<file path="config.mk">
export PLATFORM = sky130hd
export DESIGN_NAME = slice_field_unpacker
export DESIGN_NICKNAME = d
export VERILOG_FILES = /design/src/rtl/slice_pkg.sv /design/src/rtl/slice_field_extend.sv /design/src/rtl/slice_field_unpacker.sv
export SDC_FILE = /design/constraint.sdc
export NUM_CORES = 1
export LEC_CHECK = 0
export ABC_AREA = 1
export CAP_MARGIN = 20
export CORE_ASPECT_RATIO = 0.8
export CORE_MARGIN = 2
export CORE_UTILIZATION = 50
export CTS_BUF_LIST = sky130_fd_sc_hd__clkbuf_4 sky130_fd_sc_hd__clkbuf_8
export DETAILED_ROUTE_END_ITERATION = 6
export GPL_TIMING_DRIVEN = 0
export MAX_ROUTING_LAYER = met4
export PLACE_DENSITY = 0.87
export RECOVER_POWER = 100
export SYNTH_ARGS = -nofsm -noshare
export SYNTH_HDL_FRONTEND = slang
export SYNTH_SLANG_ARGS = --single-unit
</file>
<file path="constraint.sdc">
create_clock -name clock_0 -period 1.8 [get_ports clock_0]
set_input_delay 0.27 -clock clock_0 [delete_from_list [all_inputs] [get_ports clock_0]]
set_output_delay 0.27 -clock clock_0 [all_outputs]
set_load 0.01 [all_outputs]
</file>
<file path="src/rtl/slice_pkg.sv">
// Shared types and width helpers for the field packing/unpacking path.
package slice_pkg;

  typedef enum logic {
    IDLE = 1'b0,
    EMIT = 1'b1
  } state_e;

  // MSB index of a packed word that starts at word_lo.
  function automatic int word_msb(input int word_lo, input int field_w, input int num_fields);
    return word_lo + field_w * num_fields - 1;
  endfunction

  // Width of a field count that must be able to hold num_fields itself.
  function automatic int count_w(input int num_fields);
    return $clog2(num_fields + 1);
  endfunction

  function automatic int index_w(input int num_fields);
    return (num_fields > 1) ? $clog2(num_fields) : 1;
  endfunction

endpackage

</file>
<file path="src/rtl/slice_field_extend.sv">
// Combinational FIELD_W -> OUT_W sign/zero extender driving an offset-range output.
module slice_field_extend #(
  parameter int FIELD_W    = 7,
  parameter int OUT_W      = 17,
  parameter int OUT_LO     = 5,
  parameter int SIGNED_EXT = 1
) (
  input  logic [FIELD_W-1:0]             field_in,
  output logic [OUT_LO+OUT_W-1:OUT_LO]   field_out
);

  logic [OUT_W-1:0] ext;
  logic             fill;

  assign fill = (SIGNED_EXT != 0) && field_in[FIELD_W-1];

  // Built bit by bit so OUT_W == FIELD_W needs no special case.
  always_comb begin
    ext = '0;
    ext[FIELD_W-1:0] = field_in;
    for (int i = FIELD_W; i < OUT_W; i++) begin
      ext[i] = fill;
    end
  end

  assign field_out = ext;

endmodule

</file>
<file path="src/rtl/slice_field_unpacker.sv">
// Unpacks a packed word of NUM_FIELDS fields and emits them lowest first, extended.
module slice_field_unpacker
  import slice_pkg::*;
#(
  parameter int FIELD_W       = 7,
  parameter int NUM_FIELDS    = 4,
  parameter int WORD_LO       = 8,
  parameter int OUT_LO        = 5,
  parameter int OUT_W         = 17,
  parameter int SIGNED_FIELDS = 1
) (
  input  logic                                             clock_0,
  input  logic                                             reset_n,
  input  logic                                             in_valid,
  output logic                                             in_ready,
  input  logic [word_msb(WORD_LO,FIELD_W,NUM_FIELDS):WORD_LO] in_word,
  input  logic [count_w(NUM_FIELDS)-1:0]                   in_count,
  output logic                                             out_valid,
  input  logic                                             out_ready,
  output logic [OUT_LO+OUT_W-1:OUT_LO]                     out_field,
  output logic                                             out_last,
  output logic [index_w(NUM_FIELDS)-1:0]                   out_index
);

  localparam int WORD_W = FIELD_W * NUM_FIELDS;
  localparam int CNT_W  = count_w(NUM_FIELDS);
  localparam int IDX_W  = index_w(NUM_FIELDS);
  localparam logic [CNT_W-1:0] NF_CNT = CNT_W'(NUM_FIELDS);

  state_e             state_q, state_d;
  logic [WORD_W-1:0]  shift_q, shift_d;
  logic [CNT_W-1:0]   remaining_q, remaining_d;
  logic [IDX_W-1:0]   index_q, index_d;
  logic [WORD_W-1:0]  word_in;
  logic [CNT_W-1:0]   eff_count;
  logic               accept;
  logic               take;

  assign word_in = in_word;

  always_comb begin
    eff_count = in_count;
    if ((in_count == '0) || (in_count > NF_CNT)) begin
      eff_count = NF_CNT;
    end
  end

  // Handshake: a transfer happens on a rising edge where valid && ready.
  // Producers hold valid and data stable until that edge; in_ready also
  // opens in the cycle the last field is taken so words stream without a bubble.
  assign out_valid = (state_q == EMIT);
  assign out_last  = (remaining_q == CNT_W'(1));
  assign take      = out_valid && out_ready;
  assign in_ready  = (state_q == IDLE) || (take && out_last);
  assign accept    = in_valid && in_ready;
  assign out_index = index_q;

  always_comb begin
    state_d     = state_q;
    shift_d     = shift_q;
    remaining_d = remaining_q;
    index_d     = index_q;
    if (accept) begin
      state_d     = EMIT;
      shift_d     = word_in;
      remaining_d = eff_count;
      index_d     = '0;
    end else if (take) begin
      if (out_last) begin
        state_d     = IDLE;
        shift_d     = '0;
        remaining_d = '0;
        index_d     = '0;
      end else begin
        shift_d     = shift_q >> FIELD_W;
        remaining_d = remaining_q - CNT_W'(1);
        index_d     = index_q + IDX_W'(1);
      end
    end
  end

  always_ff @(posedge clock_0 or negedge reset_n) begin
    if (!reset_n) begin
      state_q     <= IDLE;
      shift_q     <= '0;
      remaining_q <= '0;
      index_q     <= '0;
    end else begin
      state_q     <= state_d;
      shift_q     <= shift_d;
      remaining_q <= remaining_d;
      index_q     <= index_d;
    end
  end

  slice_field_extend #(
    .FIELD_W   (FIELD_W),
    .OUT_W     (OUT_W),
    .OUT_LO    (OUT_LO),
    .SIGNED_EXT(SIGNED_FIELDS)
  ) u_extend (
    .field_in (shift_q[FIELD_W-1:0]),
    .field_out(out_field)
  );

endmodule

</file>
Yosys cells after proc, flatten, opt, wreduce, memory -nomap -nowiden
Index checks and enable logic that the tools add are counted.
{"block": "op_classes", "reduce_logical": 9, "n_eq_ne": 1, "n_bitwise": 1, "n_lt_le_gt_ge": 1, "n_addsub": 2, "mux": 13}
{"op": "$mux 28", "n": 2}
{"op": "$mux 21", "n": 1}
{"op": "$mux 3", "n": 4}
{"op": "$mux 2", "n": 3}
{"op": "$reduce_bool 2->1", "n": 2}
{"op": "$eq 3x1->1 const B", "n": 1}
{"op": "$gt 3x3->1 const B", "n": 1}
{"op": "$logic_and 1x1->1", "n": 3}
{"op": "$logic_not 3->1", "n": 1}
{"op": "$mux 1", "n": 3}
{"op": "$sub 3x1->3 const B", "n": 1}
{"op": "$add 2x1->2 const B", "n": 1}
{"op": "$logic_or 1x1->1", "n": 2}
{"op": "$reduce_and 2->1", "n": 1}
{"op": "$not 1->1", "n": 1}
{"block": "word_totals", "regBits": 34, "wordCells": 31, "out_inout_bits": 22, "input_bits": 35}

Longest topological paths before layout
Gate-level depths: netlist (run 1).
{"block": "logic_depth", "word_depth": 6, "mapped_depth": 9, "mapped_depth_nobuf": 8}

Modules after synthesis
From an unflattened synthesis (run 1), not the netlist that was laid out.
{"block": "hier_totals", "cells_unflattened": 266, "area_unflattened_um2": 2030.7}
{"module": "slice_field_unpacker", "area_each_um2": 1903.1, "instances": 1, "seq_area_each_um2": 850.8, "cells_per_inst": 249}
{"module": "slice_field_extend", "area_each_um2": 127.6, "instances": 1, "seq_area_each_um2": 0.0, "cells_per_inst": 17}

Worst setup path after synthesis (run 1)
OpenSTA, ideal clock, no wires.
{"block": "synth_path", "path_kind": "register to register", "from": "register remaining_q[1]", "to": "register remaining_q[0]", "arrival_time_ns": 1.161, "path_slack_ns": 0.522, "t_required_ns": 1.683, "period_less_slack_ns": 1.278, "path_buffers": 1, "setup_time_ns": 0.117, "stages_incl_launch_ff": 9, "path_cell_list": "dfrtp_1 > inv_1 > ha_1 > nand3_2 > nand2_4 > buf_8 > nand3_1 > nand3_1 > nand2_1"}
{"block": "synth_between", "elab_chain_cells": 5, "word_cells_on_any_way": 8, "classes_between": "eq/ne: 1; mux: 3; reduce/logical: 4"}
{"element": "start, declared", "line_no": "slice_field_unpacker.sv:32", "rtl": "logic [CNT_W-1:0] remaining_q, remaining_d;"}
{"element": "start signal, assigned", "line_no": "slice_field_unpacker.sv:91", "rtl": "remaining_q <= remaining_d;"}
{"element": "$eq 3x1->1 *", "line_no": "slice_field_unpacker.sv:52", "rtl": "assign out_last = (remaining_q == CNT_W'(1));"}
{"element": "$logic_and 1x1->1", "line_no": "slice_field_unpacker.sv:54", "rtl": "assign in_ready = (state_q == IDLE) || (take && out_last);"}
{"element": "$logic_or 1x1->1", "line_no": "slice_field_unpacker.sv:54"}
{"element": "$logic_and 1x1->1", "line_no": "slice_field_unpacker.sv:55", "rtl": "assign accept = in_valid && in_ready;"}
{"element": "$mux 3 / $reduce_bool 2->1 (equally long branches)"}
Mark *: on every way between the ends. The rest lies on a longest branch, timed or not. The select of a mux whose other input is x is not followed.
A chain may end at the register's enable or synchronous reset.

Worst setup path after layout (run 1)
{"block": "layout_path", "from": "register shift_q[6]", "to": "output out_field[12] (netlist name)"}
{"element": "start, declared", "line_no": "slice_field_unpacker.sv:31", "rtl": "logic [WORD_W-1:0] shift_q, shift_d;"}
{"element": "start signal, assigned", "line_no": "slice_field_unpacker.sv:90", "rtl": "shift_q <= shift_d;"}
{"element": "end, declared", "line_no": "slice_field_unpacker.sv:20", "rtl": "output logic [OUT_LO+OUT_W-1:OUT_LO] out_field,"}
No word-level cell between the ends.

==> qor.txt, run 1 <==
number of buffers added by the clock tree synthesis step: 5
Max IR drop VDD: 0.577 mV
CP Data Required Time: 1.53 ns
share of Yosys cell area claimed by the top area cell type: 40.4%
distinct cell type count after synthesis: 20
Clock Skew: 0.00308 ns
number of pins exceeding their max-slew limit in the final report: 0
total power per unit cell area: 1400 nW/um^2
Yosys reg bits: 34
via total after detailed routing: 1911
min-delay worst type: in -> async
fmax: 580 MHz
number of antenna violations at the first check in global routing: 0
EDFF count, synth: 0
Startpoint Class: register
initial detailed-routing violation count: 116
residual antenna-violating net count after detailed routing: 0
DRT Wirelength: 4730 um
area added between synthesis and finish: 33.4%
first-pass GRT wire length: 8070 um
routability congestion estimate from global placement: 0.853
Detailed Routing Iterations Pass 1: 4
Antenna diodes: 0
critical path capture point type: output pin
most area-consuming cells after synthesis: sky130_fd_sc_hd__dfrtp_1 (40%), sky130_fd_sc_hd__nand2_1 (20%), sky130_fd_sc_hd__buf_4 (8.2%)
period utilization: 95.7%
Synth top cells by count: sky130_fd_sc_hd__nand2_1 (114), sky130_fd_sc_hd__dfrtp_1 (34), sky130_fd_sc_hd__nand3_1 (27), sky130_fd_sc_hd__buf_4 (23), sky130_fd_sc_hd__o211ai_1 (21)
clock net sink count: 34
Synth Area per Inst: 7.91 sq um
final std cells w/o fill: 387
number of global-route vias before repair: 1778
post-route cell area: 2810 sq um
clock root buffer: sky130_fd_sc_hd__clkbuf_8
DIE AREA: 4750 sq um
final setup violation count: 0
cell type with the highest aggregate area in the netlist: sky130_fd_sc_hd__dfrtp_1
fraction of final layout cells sized beyond drive strength 1: 20.0%
Cell Count Post-Placement: 378
outcome: complete, no violations
half-perimeter wire length after detailed placement: 3470 um
instance area after placement: 2720 sq um
floorplan die height: 62.0 um
actual transition at the worst max-transition pin: 0.845 ns
DRC violation count after routing: 0
maximum number of pins on one net before global-route repair: 35
hold-fix buffer count after cts: 0
overall overflow remaining after global route: 0
CTS tree: built
number of cells produced by synthesis: 266
number of failing hold endpoints at the final stage: 0
top-level port count: 57
Synth Net Count: 304
worst-skew pair later-pin latency: 0.29 ns
placement row count: 21
crit path time final: 1.72 ns
fraction of synthesis flops using an asynchronous set or reset pin: 100%
average via count per standard cell: 4.94
number of maximum-capacitance violations: 0
max-slew headroom at the worst pin: 43.7%
dominant synthesized flop cell: sky130_fd_sc_hd__dfrtp_1
netlist area before placement: 2100 sq um
setup repair after global routing missed its margin: false
most common cell in the synthesized netlist: sky130_fd_sc_hd__nand2_1
WL per Instance: 12.2 um
H-Tree Level Count: 2
Total GRT Usage: 22.5%
clock slew seen by the registers of the worst setup and hold paths: 0.07 ns
Seq/Total Area, Yosys: 40.4%
starting density of the core: 51.0%
horizontal extent of the die: 76.5 um
maximum fanout along the worst path: 12
leakage power of the design: 1.47 nW
worst setup path class: reg -> out
buffer depth of the longest clock path: 2
core box area: 4130 sq um
arrival time at the worst endpoint: 1.45 ns
Nets: 367
number of buffers inserted by port buffering: 55
Syn. warnings: 0
==> registers in the layout, summed over array words and instances (netlist names) <==
signal and flops:
shift_q 28, out_index 2, remaining_q 3, out_valid 1
==> power by group <==
| part | switching, mW | internal (mW) |
|---|---|---|
| Sequential | 0.206 | 1.06 |
| Clock | 0.267 | 0.323 |
| Combinational | 0.983 | 1.10 |
==> through the flow <==
stage | power, mW | hold WS (ns) | setup TNS, ns | util (%) | setup slack [ns]
after CTS | 4.04 | 0.0778 | 0 | 68.6 | 0.00508
final | 3.94 | 0.0754 | 0 | 68.0 | 0.0767
after global routing | 4.28 | 0.142 | 0 | 68.0 | 0.0242
after global placement | 3.36 | 0.462 | -8.28 | 66.1 | -0.240
after floorplan | 2.61 | -0.0256 | 0 | - | 0.522
after detailed placement | 3.42 | 0.384 | -0.205 | 66.0 | -0.195
==> logic make-up after synthesis <==
logic type      synth area share, %
simple gates                   34.3
xor+xnor                      0.416
flops                          40.4
fa+ha+maj                      1.78
compound gates                 8.20
buf+inv                        14.9
==> cell type report <==
type	instances	area (sq um)
clock buffer	7	90.1
timing repair buffer	57	553
tap	57	71.3
multi-input combinational	186	941
clock inverter	1	5.00
sequential	34	852
buffer	35	254
fill	337	1320
inverter	10	40.0
==> worst max-delay path, stage by stage, from the launching register on <==
cell	delay, ns
sky130_fd_sc_hd__dfrtp_2	0.46
sky130_fd_sc_hd__clkbuf_4	0.16
sky130_fd_sc_hd__clkdlybuf4s50_1	0.54
==> what timing repair did <==
action,CTS,global route
pin swaps,0,1
gates resized for setup,7,1
endpoints found under the hold margin,0,0
cloned,0,0
setup endpoints to repair,13,2
buffers inserted,0,2
==> per-layer routing <==
metal | track usage [%] | vias to the layer above | share of wire, %
met5 | - | - | 0
met4 | 8.83 | 0 | 0.99
met3 | 4.91 | 6 | 5.1
met2 | 36.2 | 50 | 47
met1 | 28.7 | 882 | 47
li1 | - | 973 | -
==> path summary, 6_finish.rpt <==
| path | cells after the start | slack (ns) | from | to |
|---|---|---|---|---|
| max in group asynchronous | 1 | 1.14 | reset_n | shift_q[6]$_DFFE_PN0P_ |
| setup reg to reg | 7 | 0.25 | out_valid$_DFFE_PN0P_ | shift_q[3]$_DFFE_PN0P_ |
| hold / removal | 1 | 0.08 | reset_n | remaining_q[2]$_DFFE_PN0P_ |
| hold reg to reg | 2 | 0.48 | shift_q[23]$_DFFE_PN0P_ | shift_q[23]$_DFFE_PN0P_ |
| min in group clock_0 | 5 | 0.38 | in_valid | shift_q[10]$_DFFE_PN0P_ |
| setup / recovery | 2 | 0.08 | shift_q[6]$_DFFE_PN0P_ | out_field[12] |
==> cells in the final DEF, fill, tap and decap left out, drive strengths merged <==
cell / netlist / layout
inv: 10 / 10
or2: 2 / 2
dlygate4sd3: 0 / 10
clkdlybuf4s50: 0 / 42
nand3: 36 / 36
dlygate4sd2: 0 / 1
xor2: 1 / 1
buf: 36 / 23
nand2: 120 / 120
dfrtp: 34 / 34
o211ai: 21 / 21
o22ai: 1 / 1
clkinv: 0 / 1
ha: 3 / 3
a31o: 1 / 1
clkbuf: 0 / 23
nor2: 1 / 1
(Power assumes the default switching activity.)
==> inputs of run 2 (changes only) <==
CTS_CLUSTER_DIAMETER = 150   (was unset)
==> results of run 2 <==
Final layout, timing and power as in run 1 (identical DEF).
